## src/rtl/frame_slot_sched_if.sv

```systemverilog
// Frame slot scheduler bus: writer/reader completion strobes and freeze request
// toward the scheduler; slot base addresses, reader-valid flag and drop/repeat
// statistics back from it.
interface frame_slot_sched_if #(
    parameter int ADDR_WIDTH = 32,
    parameter int CNT_WIDTH  = 16
);
    logic                  wr_done_stb_i;
    logic                  rd_done_stb_i;
    logic                  freeze_i;
    logic [ADDR_WIDTH-1:0] wr_frame_addr_o;
    logic [ADDR_WIDTH-1:0] rd_frame_addr_o;
    logic                  rd_frame_valid_o;
    logic                  drop_stb_o;
    logic                  repeat_stb_o;
    logic [CNT_WIDTH-1:0]  drop_cnt_o;
    logic [CNT_WIDTH-1:0]  repeat_cnt_o;

    // Side that produces the strobes (writer/reader engines, or a bench).
    modport master (
        output wr_done_stb_i, rd_done_stb_i, freeze_i,
        input  wr_frame_addr_o, rd_frame_addr_o, rd_frame_valid_o,
        input  drop_stb_o, repeat_stb_o, drop_cnt_o, repeat_cnt_o
    );

    // Scheduler side.
    modport slave (
        input  wr_done_stb_i, rd_done_stb_i, freeze_i,
        output wr_frame_addr_o, rd_frame_addr_o, rd_frame_valid_o,
        output drop_stb_o, repeat_stb_o, drop_cnt_o, repeat_cnt_o
    );
endinterface

```

## src/rtl/frame_slot_sched.sv

```systemverilog
// Multi-slot frame buffer scheduler. One slot is being written, one is being
// read, and at most one holds the newest completed-but-unread frame. A slower
// reader repeats its slot, a faster writer overwrites (drops) the pending frame.
module frame_slot_sched #(
    parameter int unsigned START_ADDR      = 0,
    parameter int unsigned FRAMES_AMOUNT   = 3,
    parameter int unsigned BYTES_PER_FRAME = 4147200,
    parameter int          ADDR_WIDTH      = 32,
    parameter int          CNT_WIDTH       = 16
) (
    input  logic                 clk_i,
    input  logic                 rst_i,
    frame_slot_sched_if.slave    bus
);

    // Three distinct slot roles need at least three slots.
    if (FRAMES_AMOUNT < 3) begin : g_bad_frames
        $error("frame_slot_sched: FRAMES_AMOUNT must be at least 3");
    end

    localparam int IDX_W = $clog2(FRAMES_AMOUNT);
    typedef logic [IDX_W-1:0] idx_t;
    localparam idx_t LAST_IDX = idx_t'(FRAMES_AMOUNT - 1);

    function automatic idx_t next_idx(input idx_t i);
        return (i == LAST_IDX) ? '0 : i + idx_t'(1);
    endfunction

    function automatic logic [ADDR_WIDTH-1:0] slot_addr(input idx_t i);
        return ADDR_WIDTH'(64'(START_ADDR) + 64'(i) * 64'(BYTES_PER_FRAME));
    endfunction

    function automatic logic [CNT_WIDTH-1:0] sat_inc(input logic [CNT_WIDTH-1:0] cnt,
                                                     input logic              en);
        return (en && (cnt != '1)) ? cnt + CNT_WIDTH'(1) : cnt;
    endfunction

    idx_t                  wr_idx_q, wr_idx_d;
    idx_t                  rd_idx_q, rd_idx_d;
    idx_t                  rdy_idx_q, rdy_idx_d;
    logic                  rdy_valid_q, rdy_valid_d;
    logic                  rd_active_q, rd_active_d;
    logic [ADDR_WIDTH-1:0] wr_addr_q, wr_addr_d;
    logic [ADDR_WIDTH-1:0] rd_addr_q, rd_addr_d;
    logic                  drop_stb_q, drop_stb_d;
    logic                  repeat_stb_q, repeat_stb_d;
    logic [CNT_WIDTH-1:0]  drop_cnt_q, drop_cnt_d;
    logic [CNT_WIDTH-1:0]  repeat_cnt_q, repeat_cnt_d;

    // Intermediate view after the writer update, before the reader update.
    idx_t                  rdy_idx_w;
    logic                  rdy_valid_w;
    logic                  advance;
    logic                  take;
    idx_t                  wr_cand;

    // Next-state: writer completion first, then reader advance, then writer slot pick.
    always_comb begin
        rdy_idx_w    = bus.wr_done_stb_i ? wr_idx_q : rdy_idx_q;
        rdy_valid_w  = bus.wr_done_stb_i | rdy_valid_q;
        // The reader always grabs the newest frame, so an older pending one is lost.
        drop_stb_d   = bus.wr_done_stb_i & rdy_valid_q;

        advance      = bus.rd_done_stb_i | (~rd_active_q & rdy_valid_w);
        take         = advance & ~bus.freeze_i & rdy_valid_w;

        rd_idx_d     = rd_idx_q;
        rd_active_d  = rd_active_q;
        rdy_idx_d    = rdy_idx_w;
        rdy_valid_d  = rdy_valid_w;
        repeat_stb_d = 1'b0;
        if (take) begin
            rd_idx_d    = rdy_idx_w;
            rd_active_d = 1'b1;
            rdy_valid_d = 1'b0;
        end else if (bus.rd_done_stb_i) begin
            repeat_stb_d = 1'b1;
        end

        // Only one slot (the reader's) can block the successor, so two steps suffice.
        wr_cand  = next_idx(wr_idx_q);
        if (rd_active_d && (wr_cand == rd_idx_d)) begin
            wr_cand = next_idx(wr_cand);
        end
        wr_idx_d = bus.wr_done_stb_i ? wr_cand : wr_idx_q;

        wr_addr_d    = slot_addr(wr_idx_d);
        rd_addr_d    = slot_addr(rd_idx_d);
        drop_cnt_d   = sat_inc(drop_cnt_q, drop_stb_d);
        repeat_cnt_d = sat_inc(repeat_cnt_q, repeat_stb_d);
    end

    // State and registered outputs; reset discards all slot ownership.
    always_ff @(posedge clk_i) begin
        if (rst_i) begin
            wr_idx_q     <= '0;
            rd_idx_q     <= '0;
            rdy_idx_q    <= '0;
            rdy_valid_q  <= 1'b0;
            rd_active_q  <= 1'b0;
            wr_addr_q    <= slot_addr('0);
            rd_addr_q    <= slot_addr('0);
            drop_stb_q   <= 1'b0;
            repeat_stb_q <= 1'b0;
            drop_cnt_q   <= '0;
            repeat_cnt_q <= '0;
        end else begin
            wr_idx_q     <= wr_idx_d;
            rd_idx_q     <= rd_idx_d;
            rdy_idx_q    <= rdy_idx_d;
            rdy_valid_q  <= rdy_valid_d;
            rd_active_q  <= rd_active_d;
            wr_addr_q    <= wr_addr_d;
            rd_addr_q    <= rd_addr_d;
            drop_stb_q   <= drop_stb_d;
            repeat_stb_q <= repeat_stb_d;
            drop_cnt_q   <= drop_cnt_d;
            repeat_cnt_q <= repeat_cnt_d;
        end
    end

    assign bus.wr_frame_addr_o  = wr_addr_q;
    assign bus.rd_frame_addr_o  = rd_addr_q;
    assign bus.rd_frame_valid_o = rd_active_q;
    assign bus.drop_stb_o       = drop_stb_q;
    assign bus.repeat_stb_o     = repeat_stb_q;
    assign bus.drop_cnt_o       = drop_cnt_q;
    assign bus.repeat_cnt_o     = repeat_cnt_q;

endmodule

```

## src/flat_wrapper.sv

```systemverilog
// flat-port wrapper written by rule: the top's interface ports become plain ports
module frame_slot_sched_flat 
#(
    parameter int unsigned START_ADDR      = 0,
    parameter int unsigned FRAMES_AMOUNT   = 3,
    parameter int unsigned BYTES_PER_FRAME = 4147200,
    parameter int          ADDR_WIDTH      = 32,
    parameter int          CNT_WIDTH       = 16
)
  (clk_i, rst_i, bus_wr_done_stb_i, bus_rd_done_stb_i, bus_freeze_i, bus_wr_frame_addr_o, bus_rd_frame_addr_o, bus_rd_frame_valid_o, bus_drop_stb_o, bus_repeat_stb_o, bus_drop_cnt_o, bus_repeat_cnt_o);
  frame_slot_sched_if #(.ADDR_WIDTH(ADDR_WIDTH), .CNT_WIDTH(CNT_WIDTH)) bus_i ();
  input  logic clk_i;
  input  logic rst_i;
  input wire logic [$bits(bus_i.wr_done_stb_i)-1:0] bus_wr_done_stb_i;
  input wire logic [$bits(bus_i.rd_done_stb_i)-1:0] bus_rd_done_stb_i;
  input wire logic [$bits(bus_i.freeze_i)-1:0] bus_freeze_i;
  output wire logic [$bits(bus_i.wr_frame_addr_o)-1:0] bus_wr_frame_addr_o;
  output wire logic [$bits(bus_i.rd_frame_addr_o)-1:0] bus_rd_frame_addr_o;
  output wire logic [$bits(bus_i.rd_frame_valid_o)-1:0] bus_rd_frame_valid_o;
  output wire logic [$bits(bus_i.drop_stb_o)-1:0] bus_drop_stb_o;
  output wire logic [$bits(bus_i.repeat_stb_o)-1:0] bus_repeat_stb_o;
  output wire logic [$bits(bus_i.drop_cnt_o)-1:0] bus_drop_cnt_o;
  output wire logic [$bits(bus_i.repeat_cnt_o)-1:0] bus_repeat_cnt_o;
  assign bus_i.wr_done_stb_i = bus_wr_done_stb_i;
  assign bus_i.rd_done_stb_i = bus_rd_done_stb_i;
  assign bus_i.freeze_i = bus_freeze_i;
  assign bus_wr_frame_addr_o = bus_i.wr_frame_addr_o;
  assign bus_rd_frame_addr_o = bus_i.rd_frame_addr_o;
  assign bus_rd_frame_valid_o = bus_i.rd_frame_valid_o;
  assign bus_drop_stb_o = bus_i.drop_stb_o;
  assign bus_repeat_stb_o = bus_i.repeat_stb_o;
  assign bus_drop_cnt_o = bus_i.drop_cnt_o;
  assign bus_repeat_cnt_o = bus_i.repeat_cnt_o;
  frame_slot_sched #(.START_ADDR(START_ADDR), .FRAMES_AMOUNT(FRAMES_AMOUNT), .BYTES_PER_FRAME(BYTES_PER_FRAME), .ADDR_WIDTH(ADDR_WIDTH), .CNT_WIDTH(CNT_WIDTH)) u_core (.clk_i(clk_i), .rst_i(rst_i), .bus(bus_i));
endmodule
```

## config.mk

```make
export PLATFORM = sky130hd
export DESIGN_NAME = frame_slot_sched_flat
export DESIGN_NICKNAME = d
export VERILOG_FILES = /design/src/rtl/frame_slot_sched_if.sv /design/src/rtl/frame_slot_sched.sv /design/src/flat_wrapper.sv
export SDC_FILE = /design/constraint.sdc
export NUM_CORES = 1
export LEC_CHECK = 0
export ABC_AREA = 1
export CORE_ASPECT_RATIO = 0.8
export CORE_MARGIN = 2
export CORE_UTILIZATION = 48
export CTS_CLUSTER_SIZE = 16
export DETAILED_ROUTE_END_ITERATION = 10
export PLACE_DENSITY = 0.86
export SYNTH_ARGS = -nofsm -noshare
export SYNTH_HDL_FRONTEND = slang
export SYNTH_SLANG_ARGS = --single-unit
```

## constraint.sdc

```tcl
create_clock -name clk_i -period 3.4 [get_ports clk_i]
set_clock_uncertainty 0.05 [all_clocks]
set_input_delay 0.34 -clock clk_i [delete_from_list [all_inputs] [get_ports clk_i]]
set_output_delay 0.34 -clock clk_i [all_outputs]
set_load 0.05 [all_outputs]
```

**After elaboration in Yosys (flattened, before gate mapping)**

Cells that the tools add are included.
Widths: inputs -> output; s select.

- Flip-flop bits (word level): 106
- Input bits: 5
- Word-level logic and storage cells: 45

- Add/subtract/negate cells: 4
- Multipliers: 2
- Eq/ne operators: 5
- Mux-type cells: 9
- Bitwise gates (word level): 8
- Reduce and logical (&&, ||, !) cells: 4

Operators with widths:

| kind | count |
|---|---|
| $add 16x1->16 const B | 2 |
| $ne 16x16->1 const B | 2 |
| $mul 2x11->13 const B | 2 |
| $mux 2 | 6 |
| $add 2x1->2 const B | 2 |
| $and 1x1->1 | 4 |
| $eq 2x2->1 const B | 2 |
| $logic_and 1x1->1 | 3 |
| $mux 1 | 3 |
| $eq 2x2->1 | 1 |
| $not 1->1 | 2 |
| $or 1x1->1 | 2 |
| $reduce_or 2->1 | 1 |

**Logic depth before layout (Yosys ltp)**

Gate-level depths: netlist of run 1.

- Depth after elaboration: 11
- Depth in mapped cells: 16
- Mapped depth without buffers: 16

**Worst setup path before layout of run 1**

OpenSTA, ideal clock, no wires.

- Path type: register to register
- From: reg u_core.bus.wr_frame_addr_o[16] (netlist name)
- To: reg u_core.wr_addr_q[17] (netlist: u_core.bus.wr_frame_addr_o[17])
- Setup time: 0.128 ns
- Arrival: 1.949 ns
- Required time: 3.222 ns
- Slack: 1.274 ns
- Stages on the path, launching flop included: 15
- Period minus slack after synthesis: 2.126 ns
- Cell sequence: dfxtp_1 > inv_1 > nand2_1 > o21ai_0 > nand2_2 > nand2_2 > nand2_1 > nand2_2 > nand3_1 > nand3_1 > nand2_1 > inv_1 > ha_1 > inv_1 > nor2_1

RTL lines:

| element | RTL line | RTL |
|---|---|---|
| to (signal assigned) | frame_slot_sched.sv:101 | `wr_addr_q <= slot_addr('0);` |
| to (signal assigned) | frame_slot_sched.sv:113 | `wr_addr_q <= wr_addr_d;` |
| to (decl) | frame_slot_sched.sv:43 | `logic [ADDR_WIDTH-1:0] wr_addr_q, wr_addr_d;` |

**Worst setup path after layout of run 1**

- From: in bus_wr_done_stb_i
- To: reg u_core.wr_addr_q[17] (netlist: u_core.bus.wr_frame_addr_o[17])

- Longest elaborated chain between the ends: 11

RTL lines:

| element | RTL line | RTL |
|---|---|---|
| from (decl) | flat_wrapper.sv:14 | `input wire logic [$bits(bus_i.wr_done_stb_i)-1:0] bus_wr_done_stb_i;` |
| $or 1x1->1 | frame_slot_sched.sv:60 | `rdy_valid_w = bus.wr_done_stb_i \| rdy_valid_q;` |
| $and 1x1->1 | frame_slot_sched.sv:64 | `advance = bus.rd_done_stb_i \| (~rd_active_q & rdy_valid_w);` |
| $or 1x1->1 | frame_slot_sched.sv:64 |  |
| $and 1x1->1 (2 in series) | frame_slot_sched.sv:65 | `take = advance & ~bus.freeze_i & rdy_valid_w;` |
| $mux 2 | frame_slot_sched.sv:72 | `if (take) begin` |
| $eq 2x2->1 | frame_slot_sched.sv:82 | `if (rd_active_d && (wr_cand == rd_idx_d)) begin` |
| $logic_and 1x1->1 | frame_slot_sched.sv:82 |  |
| $mux 2 | frame_slot_sched.sv:82 |  |
| $mux 2 (*) | frame_slot_sched.sv:85 | `wr_idx_d = bus.wr_done_stb_i ? wr_cand : wr_idx_q;` |
| $mul 2x11->13 (*) | frame_slot_sched.sv:30 | `return ADDR_WIDTH'(64'(START_ADDR) + 64'(i) * 64'(BYTES_PER_FRAME));` |
| net u_core.wr_addr_d[17] | frame_slot_sched.sv:43 |  |

Mark *: on every way through the listed nets, which the timed path passes. The rest lies on a longest branch.
A chain may end at the register's enable or synchronous reset.

==> reports/qor.txt, run 1 <==
status: finished clean
Setup CP Type: input pin to flop
Syn Inst Count: 396
Die Y-Extent: 72.27 um
fmax: 438.9 MHz
PD cells: 411.2 nW/um^2
hold path depth: 2
die width: 89.34 um
CTS clock-pin slew for the worst setup and hold paths: 0.08 ns
area grow syn2layout: 19.64%
final setup violating endpoints: 0
H-tree depth: 2
Num CTS Buffers: 5
CP Data Arrival Time: 2.42 ns
Yosys warnings: 0
Die ar.: 6456 um^2
number of antenna diodes: 0
share of cells above drive strength 1: 5.791%
Placer Congestion: 0.8894
Row Count: 24
DRT Wirelength: 5.549 mm
Avg Vias per Cell: 4.626
post-synth cell types: 29
crit path launch type: input pin
Seq/Total Area, Yosys: 35.79%
crit path launch: bus_wr_done_stb_i
R2R cell count: 16
cell breakdown of the critical path: clkdlybuf4s50_1 > inv_2 > nand2_2 > inv_2 > nor2_8 > nand2_2 > nand2_2 > nand2_1 > nand2_2 > nand2_1 > nand2_1 > nand3_1 > nand2_1 > inv_1 > ha_1 > inv_1 > nor2_1
RSZ-0062 raised after global routing: false
max_cap viols: 0
DR vias: 2438
Worst VDD drop: 0.0001985 V
antenna viol nets, final: 0
r2r setup slk: 1.39 ns
pin count of the biggest net entering global routing: 30
FF-to-FF End: u_core.bus.wr_frame_addr_o[17]
final period utilization: 67.01%
total negative slack: 0 ns
Hold Buf Count CTS: 0
core area: 5525 um^2
syn avg cell area: 7.062 um^2
final max-slew violation count: 0
post-CTS setup repair buffer count: 0
GRT Residual Overflow: 0
CTS resizes: 0
Max-Slew Margin vs Limit: 59.53%
Hold Path End: u_core.bus.drop_stb_o
Clock Tree Buf Depth: 2
DP Wirelength: 4.311 mm
crit-path max FO: 7
WL per Instance: 10.53 um
DRT iter0 DRCs: 67
initial core utilization: 50.61%
total power: 1376 uW
GR Util All Layers: 17.40%
router iterations before antenna repair: 4
Hold Fails Final Rpt: 0
DRC Markers: 0
CP delay by family, top: simple AND/OR/NAND/NOR gates
clk root buf: clkbuf_8
buffer and inverter count on the worst path: 5
first-pass GRT wire length: 8.997 mm
Layout Nets: 462
Final min period: 2.278 ns
CP max-delay cell: clkdlybuf4s50_1
Critical Path End Type: flop
beginning of the worst hold path: u_core.rdy_valid_q
io pins: 104
worst min path class: flop to flop
Mapped Area: 2796 um^2
Final Core Density: 60.55%
port bufs: 63
Leak: 0.001406 uW
Clk Latency, worst-skew pair: 0.30 ns
Least-Margin Pin Slew: 0.6064 ns
vias in the first global route: 2139
worst reg2reg startpoint: u_core.bus.wr_frame_addr_o[15]
CTS tree: built
CTS sink cnt: 50
critical path's largest stage delay: 0.59 ns
Yosys reg bits: 50
initial antenna violation count: 0
WP data required: 3.54 ns
-- cell usage after synthesis (all sizes together) --
master,number,area (um^2)
o21ai,18,90.08
xor2,4,35.03
dfxtp,50,1001
inv,55,206.4
and3,2,12.51
o21bai,1,7.510
xnor2,2,17.52
conb,1,3.750
buf,53,394.1
a21oi,28,140.1
nor3,7,35.03
nor2,51,232.7
clkbuf,4,15.01
nand2,81,331.6
nand3,19,95.09
nor4,2,12.51
nand3b,1,7.510
nand4,7,43.79
ha,8,100.1
a21boi,1,7.510
o21a,1,7.510
-- registers in the layout, summed over array words and instances, names as in the netlist --
signal / cells
u_core.bus.repeat_stb_o: 1
u_core.rdy_idx_q: 2
u_core.bus.rd_frame_addr_o: 6
u_core.bus.drop_stb_o: 1
u_core.rdy_valid_q: 1
u_core.bus.repeat_cnt_o: 16
u_core.bus.rd_frame_valid_o: 1
u_core.bus.wr_frame_addr_o: 6
u_core.bus.drop_cnt_o: 16
-- logic make-up (layout without fill, tap and decap cells) --
group / after synthesis / in the layout / synth area share (%)
AO/OA/AOI/OAI: 49 / 49 / 9.038
XOR/XNOR: 6 / 6 / 1.879
adder cells (fa/ha/maj): 8 / 8 / 3.580
buffers and inverters: 112 / 126 / 22.01
flip-flops: 50 / 50 / 35.79
other: 1 / 40 / 0.1341
AND/OR/NAND/NOR: 170 / 170 / 27.56
-- per-layer routing --
| metal | part of all wire (%) | global-route usage (%) |
|---|---|---|
| met1 | 46 | 22.25 |
| met2 | 47 | 28.15 |
| met5 | 0 | 0 |
| met3 | 5.3 | 4.209 |
| met4 | 1.3 | 7.131 |
-- per-stage QoR --
stage / cells / setup WS, ns / instance area [um^2] / hold slack, ns
floorplan: 435 / 1.274 / 2943 / 0.3824
global placement: 520 / 0.9135 / 3269 / 0.3991
detailed placement: 520 / 0.7991 / 3269 / 0.4230
CTS: 527 / 1.125 / 3346 / 0.4360
global route: 527 / 0.9299 / 3346 / 0.4606
finish: 527 / 1.122 / 3346 / 0.4313
-- tightest hold or removal path, cell delays in order, from the launching register on --
cell     delay, ns
dfxtp_1       0.32
nand2_1       0.09
nor2_1        0.04
-- power breakdown --
part	leakage [uW]	switching, uW	internal (uW)	total, uW
clock	0.0000383	188	142	330
sequential	0.000406	17.0	608	625
combinational	0.000961	321	100	421
total	0.00141	526	850	1380
-- worst max path at each step --
stage	cells past startpoint	endpoint	slack, ns
floorplan	14	u_core.bus.wr_frame_addr_o[17]	1.27
global placement	17	u_core.bus.wr_frame_addr_o[17]	0.91
detailed placement	17	u_core.bus.wr_frame_addr_o[17]	0.80
CTS	17	u_core.bus.wr_frame_addr_o[17]	1.12
global route	17	u_core.bus.wr_frame_addr_o[17]	0.93
finish	17	u_core.bus.wr_frame_addr_o[17]	1.12
-- cell type report --
type	instances	area (um^2)
inverter	55	206.4
sequential	50	1001
clock buffer	7	76.32
multi-input combinational	273	1326
fill	530	2180
tap	78	97.59
timing repair buffer	64	638.1
-- cells in the final DEF (no fill, tap or decap), types with 2 or more instances in the layout --
master and n:
xor2_1 4, inv_2 4, nor2_2 4, and3_1 2
ha_1 8, nand2_2 8, clkdlybuf4s50_1 63, o21ai_0 17
nand4_1 7, dfxtp_1 50, nor4_1 2, nor2_4 2
nand2_1 72, a21oi_1 28, nor2_1 44, clkbuf_1 2
clkbuf_8 5, inv_1 51, nor3_1 7, nand3_1 19
xnor2_1 2, conb_1 40
Power figures use the tool's default switching activity.
==> run 2: changes to the inputs <==
- CORE_UTILIZATION: 48 -> 45
- PLACE_DENSITY: 0.86 -> 0.81
- clock period: 3.4 -> 2.25 ns (I/O delays scaled with it)
==> reports/qor.txt, run 2 (synthesis results as in run 1) <==
Least-Margin Pin Slew: 0.5751 ns (-0.03124 ns)
final period utilization: 91.79%
DRT iter0 DRCs: 82 (+22%)
cell breakdown of the critical path: clkdlybuf4s50_1 > inv_2 > nand2_2 > inv_2 > nor2_8 > nand2_1 > nand2_2 > nor2_2 > nor2_4 > nand2_1 > nand2_1 > nand3_1 > nand2_1 > inv_1 > ha_1 > inv_1 > nor2_1
Min Hold Slack: 0.4186 ns (-0.01277 ns)
router iterations before antenna repair: 6 (+2)
core area: 5943 um^2 (+7.6%)
number of antenna diodes: 0 (unchanged)
crit-path most repeated cell: nand2_1
initial antenna violation count: 0 (unchanged)
vias in the first global route: 2205 (+3.1%)
io pins: 104 (unchanged)
fill count: 581 (+9.6%)
status: finished clean
PD cells: 647.2 nW/um^2 (+57%)
area grow syn2layout: 24.52%
max_cap viols: 0 (unchanged)
WL per Instance: 10.46 um (-0.62%)
pre-CTS setup slack: -0.1165 ns (-0.9157 ns)
Critical Path End Type: flop
DRC Markers: 0 (unchanged)
clk root buf: clkbuf_8
fmax: 484.2 MHz
DRT Wirelength: 5.682 mm (+2.4%)
Setup CP Type: input pin to flop
Final min period: 2.065 ns
Row Count: 25 (+4.2%)
CTS tree: built
die width: 92.14 um (+3.1%)
Hold Fails Final Rpt: 0 (unchanged)
Layout Cells excl Fill: 543 (+3.0%)
Max-Slew Margin vs Limit: 61.61% (+2.1 points)
final worst slack: 0.1847 ns (-0.9371 ns)
share of cells above drive strength 1: 9.091% (+3.3 points)
first-pass GRT wire length: 9.425 mm (+4.8%)
CTS clock-pin slew for the worst setup and hold paths: 0.10 ns (+0.02 ns)
post-CTS setup repair buffer count: 0 (unchanged)
total power: 2254 uW (+64%)
port bufs: 63 (unchanged)
Clk Latency, worst-skew pair: 0.30 ns (about the same)
Num CTS Buffers: 5 (unchanged)
CP Data Arrival Time: 2.21 ns (-0.21 ns)
Avg Vias per Cell: 4.565 (-1.3%)
final max-slew violation count: 0 (unchanged)
most frequent cells in the layout: 72 x nand2_1, 63 x clkdlybuf4s50_1, 51 x inv_1
GR Util All Layers: 16.67% (-0.73 points)
CTS sink cnt: 50 (unchanged)
DR vias: 2479 (+1.7%)
worst min path class: flop to flop
pin count of the biggest net entering global routing: 29 (-3.3%)
initial core utilization: 47.05% (-3.6 points)
Layout Nets: 474 (+2.6%)
GRT Residual Overflow: 0 (unchanged)
critical path's largest stage delay: 0.56 ns (-0.03 ns)
area of the multi-input gates: 1331 um^2 (+0.38%)
Die ar.: 6865 um^2 (+6.3%)
RSZ-0062 raised after global routing: false
area taken by flip-flops and latches: 1001 um^2 (unchanged)
CTS resizes: 0 (unchanged)
H-tree depth: 2 (unchanged)
Worst VDD drop: 0.0002499 V (+26%)
commonest non-fill, non-tap cell in the layout: nand2_1
Hold Buf Count CTS: 0 (unchanged)
DP Wirelength: 4.378 mm (+1.6%)
CP max-delay cell: clkdlybuf4s50_1
placed cells: 535 (+2.9%)
WP data required: 2.40 ns (-1.14 ns)
crit-path max FO: 5 (-2)
crit path launch type: input pin
Clock Tree Buf Depth: 2 (unchanged)
final setup violating endpoints: 0 (unchanged)
Die Y-Extent: 74.51 um (+3.1%)
Placer Congestion: 0.8704 (-2.1%)
Leak: 0.001479 uW (+5.3%)
antenna viol nets, final: 0 (unchanged)
-- run 2: path summary, 6_finish.rpt --
kind	startpoint	end	slack, ns	cells after the start
max	bus_wr_done_stb_i	u_core.bus.wr_frame_addr_o[17]	0.18	17
min	u_core.bus.repeat_cnt_o[4]	u_core.bus.repeat_cnt_o[4]	0.42	2
max reg2reg	u_core.bus.wr_frame_addr_o[15]	u_core.bus.wr_frame_addr_o[17]	0.29	15
min reg2reg	u_core.bus.repeat_cnt_o[4]	u_core.bus.repeat_cnt_o[4]	0.42	2
-- run 2: area by class of cell --
class,instances,area share (%)
Multi-Input combinational cell,273,38.23
Clock inverter,3,1.294
Timing Repair Buffer,76,20.91
Tap cell,81,2.911
Inverter,55,5.929
Sequential cell,50,28.75
Clock buffer,5,1.976
-- run 2: layer usage --
layer	wire length (um)	up-vias	global-route usage, %
met1	2595	1109	21.11
met5	0	-	0
met2	2651	87	28.76
li1	-	1273	-
met3	366	10	3.647
met4	69	0	5.638
-- run 2: per-stage QoR --
stage	setup TNS, ns	utilization (%)	instance area [um^2]
CTS	0	58.51	3477
finish	0	58.59	3482
global placement	-0.01242	56.59	3363
detailed placement	-0.2628	56.59	3363
floorplan	0	-	2943
global route	0	58.59	3482
-- run 2: power by group --
part | internal, uW | total, uW | switching [uW]
clock | 331 | 642 | 311
sequential | 918 | 942 | 23.7
combinational | 176 | 669 | 493
-- run 2: worst max-delay path: cells and delay by family --
kind | cells | cell delay, ns
adder cells (fa/ha/maj) | 1 | 0.29
buffers and inverters | 5 | 0.82
AND/OR/NAND/NOR | 11 | 0.86
